===== config.mk =====
export PLATFORM = sky130hd
export DESIGN_NAME = debounce_sync
export DESIGN_NICKNAME = d
export VERILOG_FILES = /design/src/rtl/debounce_sync.sv
export SDC_FILE = /design/constraint.sdc
export NUM_CORES = 1
export LEC_CHECK = 0
export ABC_AREA = 1
export BUFFER_PORTS_ARGS = -buffer_cell sky130_fd_sc_hd__buf_2
export CAP_MARGIN = 10
export CORE_ASPECT_RATIO = 0.5
export CORE_UTILIZATION = 50
export DETAILED_ROUTE_END_ITERATION = 10
export PLACE_DENSITY = 0.79
export SYNTH_ARGS = -nofsm -noshare
export SYNTH_HDL_FRONTEND = slang
export SYNTH_SLANG_ARGS = --single-unit

===== constraint.sdc =====
create_clock -name clk -period 1.2 [get_ports clk]
set_input_delay 0.06 -clock clk [delete_from_list [all_inputs] [get_ports clk]]
set_output_delay 0.06 -clock clk [all_outputs]
set_load 0.02 [all_outputs]

===== src/rtl/debounce_sync.sv =====
// Synchronizes a raw asynchronous level and debounces it with a four-state qualifier.
// A level change is accepted only after DB_CYCLES consecutive agreeing synchronized samples.
module debounce_sync #(
    parameter int unsigned SYNC_STAGES = 2,
    parameter int unsigned DB_CYCLES   = 8
) (
    input  logic       clk,
    input  logic       reset,
    input  logic       din,
    output logic       D,
    output logic       stable,
    output logic       glitch,
    output logic [7:0] glitch_cnt
);

    localparam int unsigned CNT_W  = 16;
    localparam int unsigned GCNT_W = 8;
    localparam bit          SINGLE = (DB_CYCLES == 1);

    typedef enum logic [1:0] {
        IDLE_LO = 2'b00,
        CHK_HI  = 2'b01,
        IDLE_HI = 2'b10,
        CHK_LO  = 2'b11
    } state_t;

    state_t                   state_q, state_d;
    logic [SYNC_STAGES-1:0]   sync_q, sync_d;
    logic [CNT_W-1:0]         cnt_q, cnt_d;
    logic [GCNT_W-1:0]        gcnt_q, gcnt_d;
    logic                     d_q, d_d;
    logic                     stable_q, stable_d;
    logic                     glitch_q, glitch_d;
    logic                     s_sync;
    logic                     cnt_done;

    assign s_sync   = sync_q[SYNC_STAGES-1];
    // The sample that would bring cnt to DB_CYCLES completes the qualification.
    assign cnt_done = (cnt_q == CNT_W'(DB_CYCLES - 1));

    always_comb begin
        sync_d   = {sync_q[SYNC_STAGES-2:0], din};
        state_d  = state_q;
        cnt_d    = cnt_q;
        gcnt_d   = gcnt_q;
        glitch_d = 1'b0;

        case (state_q)
            IDLE_LO: begin
                if (s_sync) begin
                    if (SINGLE) begin
                        state_d = IDLE_HI;
                    end else begin
                        state_d = CHK_HI;
                        cnt_d   = CNT_W'(1);
                    end
                end
            end
            CHK_HI: begin
                if (s_sync) begin
                    if (cnt_done) begin
                        state_d = IDLE_HI;
                        cnt_d   = '0;
                    end else begin
                        cnt_d = cnt_q + CNT_W'(1);
                    end
                end else begin
                    state_d  = IDLE_LO;
                    cnt_d    = '0;
                    glitch_d = 1'b1;
                end
            end
            IDLE_HI: begin
                if (!s_sync) begin
                    if (SINGLE) begin
                        state_d = IDLE_LO;
                    end else begin
                        state_d = CHK_LO;
                        cnt_d   = CNT_W'(1);
                    end
                end
            end
            CHK_LO: begin
                if (!s_sync) begin
                    if (cnt_done) begin
                        state_d = IDLE_LO;
                        cnt_d   = '0;
                    end else begin
                        cnt_d = cnt_q + CNT_W'(1);
                    end
                end else begin
                    state_d  = IDLE_HI;
                    cnt_d    = '0;
                    glitch_d = 1'b1;
                end
            end
            default: begin
                state_d = IDLE_LO;
                cnt_d   = '0;
            end
        endcase

        // Rejected-change counter saturates instead of wrapping.
        if (glitch_d && (gcnt_q != {GCNT_W{1'b1}})) begin
            gcnt_d = gcnt_q + GCNT_W'(1);
        end

        d_d      = (state_d == IDLE_HI) || (state_d == CHK_LO);
        stable_d = (state_d == IDLE_LO) || (state_d == IDLE_HI);
    end

    always_ff @(posedge clk or posedge reset) begin
        if (reset) begin
            sync_q   <= '0;
            state_q  <= IDLE_LO;
            cnt_q    <= '0;
            gcnt_q   <= '0;
            d_q      <= 1'b0;
            stable_q <= 1'b1;
            glitch_q <= 1'b0;
        end else begin
            sync_q   <= sync_d;
            state_q  <= state_d;
            cnt_q    <= cnt_d;
            gcnt_q   <= gcnt_d;
            d_q      <= d_d;
            stable_q <= stable_d;
            glitch_q <= glitch_d;
        end
    end

    assign D          = d_q;
    assign stable     = stable_q;
    assign glitch     = glitch_q;
    assign glitch_cnt = gcnt_q;

endmodule


==> results.py, run 1 <==
metrics = {
    "outcome": {
        "status": "finished, violations left",
        "violations": "negative setup slack",
    },
    "detailed_routing": {
        "first_pass_iters": 6,
        "highest_layer": "met4",
        "viasPerCell": 5.92,
        "wl_mm": 6.46,
        "wire_per_inst_um": 19.8,
        "wl_met2_mm": 2.88,
        "drc": 0,
        "drt_iter0_drc": 265,
        "ant_nets": 0,
        "vias": 1930,
        "wl_met3_um": 683,
        "wl_met1_mm": 2.41,
    },
    "critical_path": {
        "slowest_delay_ns": 0.42,
        "critPathCaptureType": "flop",
        "r2r_start": "sync_q[1]",
        "crit_chain": "inv_2 > nand2_2 > buf_4 > a21oi_2 > nand2_2 > nand2_4 > nand2_1 > nor2_1",
        "critical-path-top-delay-family": "simple AND/OR/NAND/NOR gates",
        "crit_required_ns": 1.42,
        "critPathLaunchType": "flop",
        "cp_max_fo": 7,
        "crit_arrival_ns": 1.75,
        "rrSetupSlack_ns": -0.33,
        "critPathSlowestCell": "dfrtp_1",
        "cpMostUsedCell": "nand2_2",
        "r2r_cells": 8,
        "crit_type": "flop to flop",
        "cp.buffers_inverters": 2,
        "r2r-end": "cnt_q[15]",
    },
    "synthesis": {
        "ys_types": 27,
        "yosysWarnings": 0,
        "synth.net_count": 223,
        "synth-edff-count": 0,
        "ys.flop_type": "dfrtp_1",
        "ys_seq_elements": 30,
        "synth_area_leaders": "dfrtp_1 43%, nand2_1 15%, nor2_1 6.8%, inv_1 4.8%, nand3_1 3.5%",
        "synthCells": 218,
        "ys_seq_area_share_pct": 44.1,
        "synth_area_mm2": 0.00170,
        "synth_top_area_share_pct": 42.6,
        "synth_top_cell_by_area": "dfrtp_1",
        "async_reset_ff_share_pct": 100,
        "avgSynthCellArea_um2": 7.82,
    },
    "clock_network": {
        "path_clk_slew_ns": 0.08,
        "clock_sinks": 30,
        "cts.htree.levels": 2,
        "ctsRootBufferMaster": "clkbuf_8",
        "cts_buffers": 5,
        "cts_tree": "yes",
        "clock_latency_ns": 0.30,
        "clk_path_buf_depth": 2,
    },
    "timing": {
        "finClkSkew_ns": 0.0145,
        "hold_slack_ns": 0.377,
        "rsz0062_at_grt": "yes",
        "fin_crit_sh_pct": 128,
        "max_freq_mhz": 654,
        "fin_crit_ns": 1.53,
        "setup_viol": 27,
        "setup_tns_ns": -6.23,
        "fin_ws_ns": -0.330,
        "hold_violations": 0,
        "slew_viol_final": 0,
        "max_slew_margin_pct": 72.8,
        "tightest_slew_ns": 0.408,
    },
    "worst_hold_path": {
        "min_to": "sync_q[1]",
        "hold_path.class": "flop to flop",
        "worstHoldStart": "sync_q[0]",
        "holdPathStages": 0,
    },
    "die": {
        "fp.dieH_um": 43.3,
        "ios": 14,
        "die_w_um": 84.6,
        "dieArea_mm2": 0.00366,
        "coreArea_mm2": 0.00312,
        "row_count": 14,
        "start_util_pct": 54.7,
    },
    "placement": {
        "place_congestion": 0.807,
        "dp_hpwl_mm": 2.93,
        "port_buffers": 13,
        "place_area_mm2": 0.00213,
        "pre_cts_ws_ns": -0.264,
    },
    "grt": {
        "overflow": 0,
        "antenna_found_initial": 0,
        "grt_usage_pct": 27.5,
        "grt_pass1_vias": 1682,
        "grt_pass1_wl_mm": 7.39,
        "grt_max_degree": 31,
    },
    "cells_and_area": {
        "final_common_cell": "nand2_1",
        "n_fill_cell": 149,
        "diodes": 0,
        "drive_gt1_share_pct": 49.7,
        "area_growth_pct": 46.8,
        "nets": 290,
        "fin_area_mm2": 0.00250,
        "layout_common_cells": "51 x nand2_1, 40 x buf_4, 26 x dfrtp_1, 22 x nor2_1",
    },
    "power_and_ir_drop": {
        "power_density_mw_per_mm2": 1600,
        "p_leak_nw": 1.19,
        "vdd_ir_drop_max_uv": 1380,
    },
    "run": {
        "cap_viol_max_count": 0,
    },
}
## worst max path at each step
stage,from,to,slack [ns],depth (start not counted)
final,sync_q[1],cnt_q[15],-0.33,8
after global routing,sync_q[1],cnt_q[15],-0.39,8
after CTS,cnt_q[0],cnt_q[5],-0.18,10
after detailed placement,cnt_q[0],cnt_q[4],-0.26,10
after global placement,cnt_q[1],cnt_q[5],-0.14,10
after floorplan,glitch_cnt[0],glitch_cnt[6],-0.13,8
## layout make-up
type	count	area, µm²	share of cell area (%)
multi-input cells	161	1030	41.2
clock inverters	2	12.5	0.500
clock buffers	6	82.6	3.30
flip-flops and latches	30	756	30.2
repair buffers	61	453	18.1
well taps	40	50.0	2.00
inverters	26	116	4.65
## stage by stage
| stage | total power [W] | cells | util, % |
|---|---|---|---|
| final | 0.00400 | 326 | 80.2 |
| after global routing | 0.00409 | 326 | 80.2 |
| after CTS | 0.00352 | 319 | 74.7 |
| after detailed placement | 0.00257 | 306 | 68.3 |
| after global placement | 0.00250 | 306 | 68.3 |
| after floorplan | 0.00210 | 218 | - |
## power breakdown
| group | total (W) | switching (W) | leakage, nW | internal (W) |
|---|---|---|---|---|
| registers | 0.00138 | 0.000197 | 0.394 | 0.00118 |
| clock network | 0.000921 | 0.000460 | 0.0472 | 0.000461 |
| logic | 0.00170 | 0.000986 | 0.751 | 0.000716 |
| total | 0.00400 | 0.00164 | 1.19 | 0.00236 |
## worst reg2reg max path: stages, from the launching register on
cell	delay [ns]
dfrtp_1	0.42
inv_2	0.08
nand2_2	0.10
buf_4	0.16
a21oi_2	0.18
nand2_2	0.11
nand2_4	0.16
nand2_1	0.09
nor2_1	0.15
## flip-flops by register name, indices dropped and copies added (netlist names)
register    flops
sync_q          2
cnt_q          16
glitch          1
stable          1
D               1
state_q         1
glitch_cnt      8
## metal layers
metal | vias to the layer above | track usage [%]
li1 | 804 | -
met1 | 898 | 31.8
met2 | 167 | 47.2
met3 | 61 | 10.5
met4 | 0 | 10.5
met5 | - | 0
## cells in the mapped netlist (2+ instances only)
master	count
inv_1	22
nand2_4	3
nor2_2	6
nor2_1	31
dfrtp_1	29
xnor2_1	6
ha_1	2
nand3_2	4
inv_4	2
o21ai_1	2
nor2_4	5
xor2_1	4
a21oi_1	3
o21ai_0	3
nand4_1	2
nand2_2	6
nand2_1	67
nand3_1	12
## repair_timing
action / in CTS / in global routing
hold buffers: 2 / 0
gates resized for setup: 18 / 38
gates cloned: 0 / 0
setup endpoints to repair: 27 / 27
buffers inserted: 3 / 7
pin swaps: 6 / 16
endpoints found under the hold margin: 30 / 0
## cell families (layout without fill, tap and decap cells)
| kind of cell | Yosys count | after routing | share of synthesized area [%] |
|---|---|---|---|
| xor gates and xnor gates | 10 | 10 | 5.14 |
| DFF | 30 | 30 | 44.1 |
| and+or+nand+nor | 139 | 139 | 39.2 |
| adders and majority gates | 2 | 2 | 1.47 |
| buffers and inverters | 27 | 95 | 6.75 |
| AOI/OAI and AO/OA | 10 | 10 | 3.30 |
No activity file was read; power rests on OpenSTA's default activity.
==> run 2, diff against run 1 <==
- CORE_UTILIZATION: 50 -> 45
- PLACE_DENSITY: 0.79 -> 0.73
==> run 2 against run 1 <==
The flow still finishes with violations (negative setup slack). Design area up 7.9%. Clock skew shrank 0.011 ns. Clock-buffer cell count unchanged. Total power is 1.1% higher. Die area rose by 11%. Wire length shrank 21%. Combinational power grew 7%. Critical endpoint is now glitch_cnt[0]. Largest power group unchanged. Final cell count grew 5.5%.
==> results.py, run 2 (synthesized netlist as in run 1, its figures left out) <==
metrics = {
    "outcome": {
        "status": "finished, violations left",
        "violations": "negative setup slack",
    },
    "detailed_routing": {
        "drt_iter0_drc": 170,
        "drc": 0,
        "ant_nets": 0,
        "wl_met3_um": 263,
        "wl_mm": 5.09,
        "viasPerCell": 5.06,
        "wl_met1_mm": 2.24,
        "highest_layer": "met4",
        "wl_met2_mm": 2.44,
        "vias": 1739,
        "wire_per_inst_um": 14.8,
        "first_pass_iters": 4,
    },
    "placement": {
        "place_congestion": 0.804,
        "place_area_mm2": 0.00218,
        "pre_cts_ws_ns": -0.222,
        "dp_cells": 322,
        "port_buffers": 13,
        "dp_hpwl_mm": 2.73,
    },
    "cells_and_area": {
        "fin_area_mm2": 0.00270,
        "multi_input_area_mm2": 0.00113,
        "drive_gt1_share_pct": 53.6,
        "area_growth_pct": 58.3,
        "seq_area_um2": 756,
        "nets": 297,
        "layout_common_cells": "46 x nand2_1, 40 x buf_4, 26 x dfrtp_1, 24 x nor2_1",
        "diodes": 0,
        "n_fill_cell": 216,
        "final_cells": 344,
        "final_common_cell": "nand2_1",
        "regMostFlops": "cnt_q",
        "largest_reg_flops": 16,
    },
    "die": {
        "dieArea_mm2": 0.00405,
        "fp.dieH_um": 45.5,
        "start_util_pct": 48.3,
        "ios": 14,
        "row_count": 15,
        "die_w_um": 89.0,
        "coreArea_mm2": 0.00353,
    },
    "clock_network": {
        "ctsRootBufferMaster": "clkbuf_8",
        "clk_path_buf_depth": 2,
        "clock_latency_ns": 0.29,
        "clock_sinks": 30,
        "cts_tree": "yes",
        "cts.htree.levels": 2,
        "cts_buffers": 5,
        "path_clk_slew_ns": 0.07,
    },
    "critical_path": {
        "r2r_cells": 8,
        "crit_type": "flop to flop",
        "endpoint": "glitch_cnt[0]",
        "crit_arrival_ns": 1.57,
        "critPathCaptureType": "flop",
        "crit_required_ns": 1.37,
        "critPathLaunchType": "flop",
        "rrSetupSlack_ns": -0.19,
        "r2r-end": "glitch_cnt[0]",
        "r2r_start": "sync_q[1]",
        "critical-path-top-delay-family": "flip-flops",
        "crit_chain": "inv_2 > nand2_4 > buf_6 > nand2_4 > nor2_4 > nand2_4 > buf_6 > xnor2_1",
        "cpMostUsedCell": "nand2_4",
        "crit_path_start": "sync_q[1]",
        "slowest_delay_ns": 0.41,
        "cp.buffers_inverters": 3,
        "cp_max_fo": 6,
        "path_depth": 8,
        "critPathSlowestCell": "dfrtp_1",
    },
    "timing": {
        "slew_viol_final": 0,
        "max_freq_mhz": 719,
        "tightest_slew_ns": 0.394,
        "fin_ws_ns": -0.191,
        "setup_tns_ns": -3.71,
        "setup_viol": 27,
        "rsz0062_at_grt": "yes",
        "fin_crit_ns": 1.39,
        "fin_crit_sh_pct": 116,
        "hold_violations": 0,
        "finClkSkew_ns": 0.00348,
        "max_slew_margin_pct": 73.7,
    },
    "grt": {
        "grt_pass1_wl_mm": 7.02,
        "grt_pass1_vias": 1591,
        "grt_usage_pct": 24.2,
        "antenna_found_initial": 0,
        "overflow": 0,
        "grt_max_degree": 31,
    },
    "power_and_ir_drop": {
        "vdd_ir_drop_max_uv": 1450,
        "p_leak_nw": 1.29,
        "power_density_mw_per_mm2": 1500,
    },
    "worst_hold_path": {
        "hold_path.class": "flop to flop",
    },
    "run": {
        "cap_viol_max_count": 0,
    },
}
## run 2: changes by cell type in the layout (fill, tap and decap cells not counted), moves of 2 or more
cell	change
buf_6	+7
nand2_1	-5
nand2_4	+4
nor2_2	-4
nand3_1	-2
nand3_4	+2
nor2_1	+2
nor2_4	+2
o21ai_1	-2
o21ai_2	+2
## run 2: layer usage
layer | GRT usage [%] | up-vias
met2 | 41.5 | 65
li1 | - | 824
met4 | 10.8 | 0
met1 | 28.6 | 831
met5 | 0 | -
met3 | 7.79 | 19
## run 2: how the worst min path moves through the flow
stage,start,endpoint,slack (ns),cells after the start
finish,sync_q[0],sync_q[1],0.36,0
global route,sync_q[0],sync_q[1],0.37,0
CTS,sync_q[0],sync_q[1],0.36,0
detailed placement,reset,cnt_q[15],0.16,3
global placement,reset,cnt_q[15],0.15,3
floorplan,din,sync_q[0],0.09,0
## run 2: where the power goes
| group | internal (W) | leakage [nW] | switching [W] |
|---|---|---|---|
| combinational | 0.000839 | 0.848 | 0.000985 |
| sequential | 0.00118 | 0.394 | 0.000160 |
| clock | 0.000460 | 0.0472 | 0.000420 |
| total | 0.00248 | 1.29 | 0.00156 |
## run 2: area by class of cell
cell class / instances / area share, %
Clock buffer: 6 / 3.06
Timing Repair Buffer: 68 / 19.7
Multi-Input combinational cell: 161 / 41.9
Clock inverter: 2 / 0.464
Inverter: 26 / 4.50
Tap cell: 51 / 2.37
Sequential cell: 30 / 28.0
## run 2: what timing repair did
item	4_1_cts	5_1_grt
endpoints found under the setup margin	27	27
gates resized for setup	29	56
setup buffers	6	9
pin swaps	18	26
hold buffers	2	0
endpoints found under the hold margin	30	0
## run 2: through the flow
stage               utilization [%]  hold WS, ns  power (W)
CTS                            68.9        0.360    0.00363
finish                         76.5        0.357    0.00404
global placement               61.8        0.152    0.00257
floorplan                         -       0.0914    0.00210
global route                   76.5        0.373    0.00426
detailed placement             61.8        0.165    0.00260
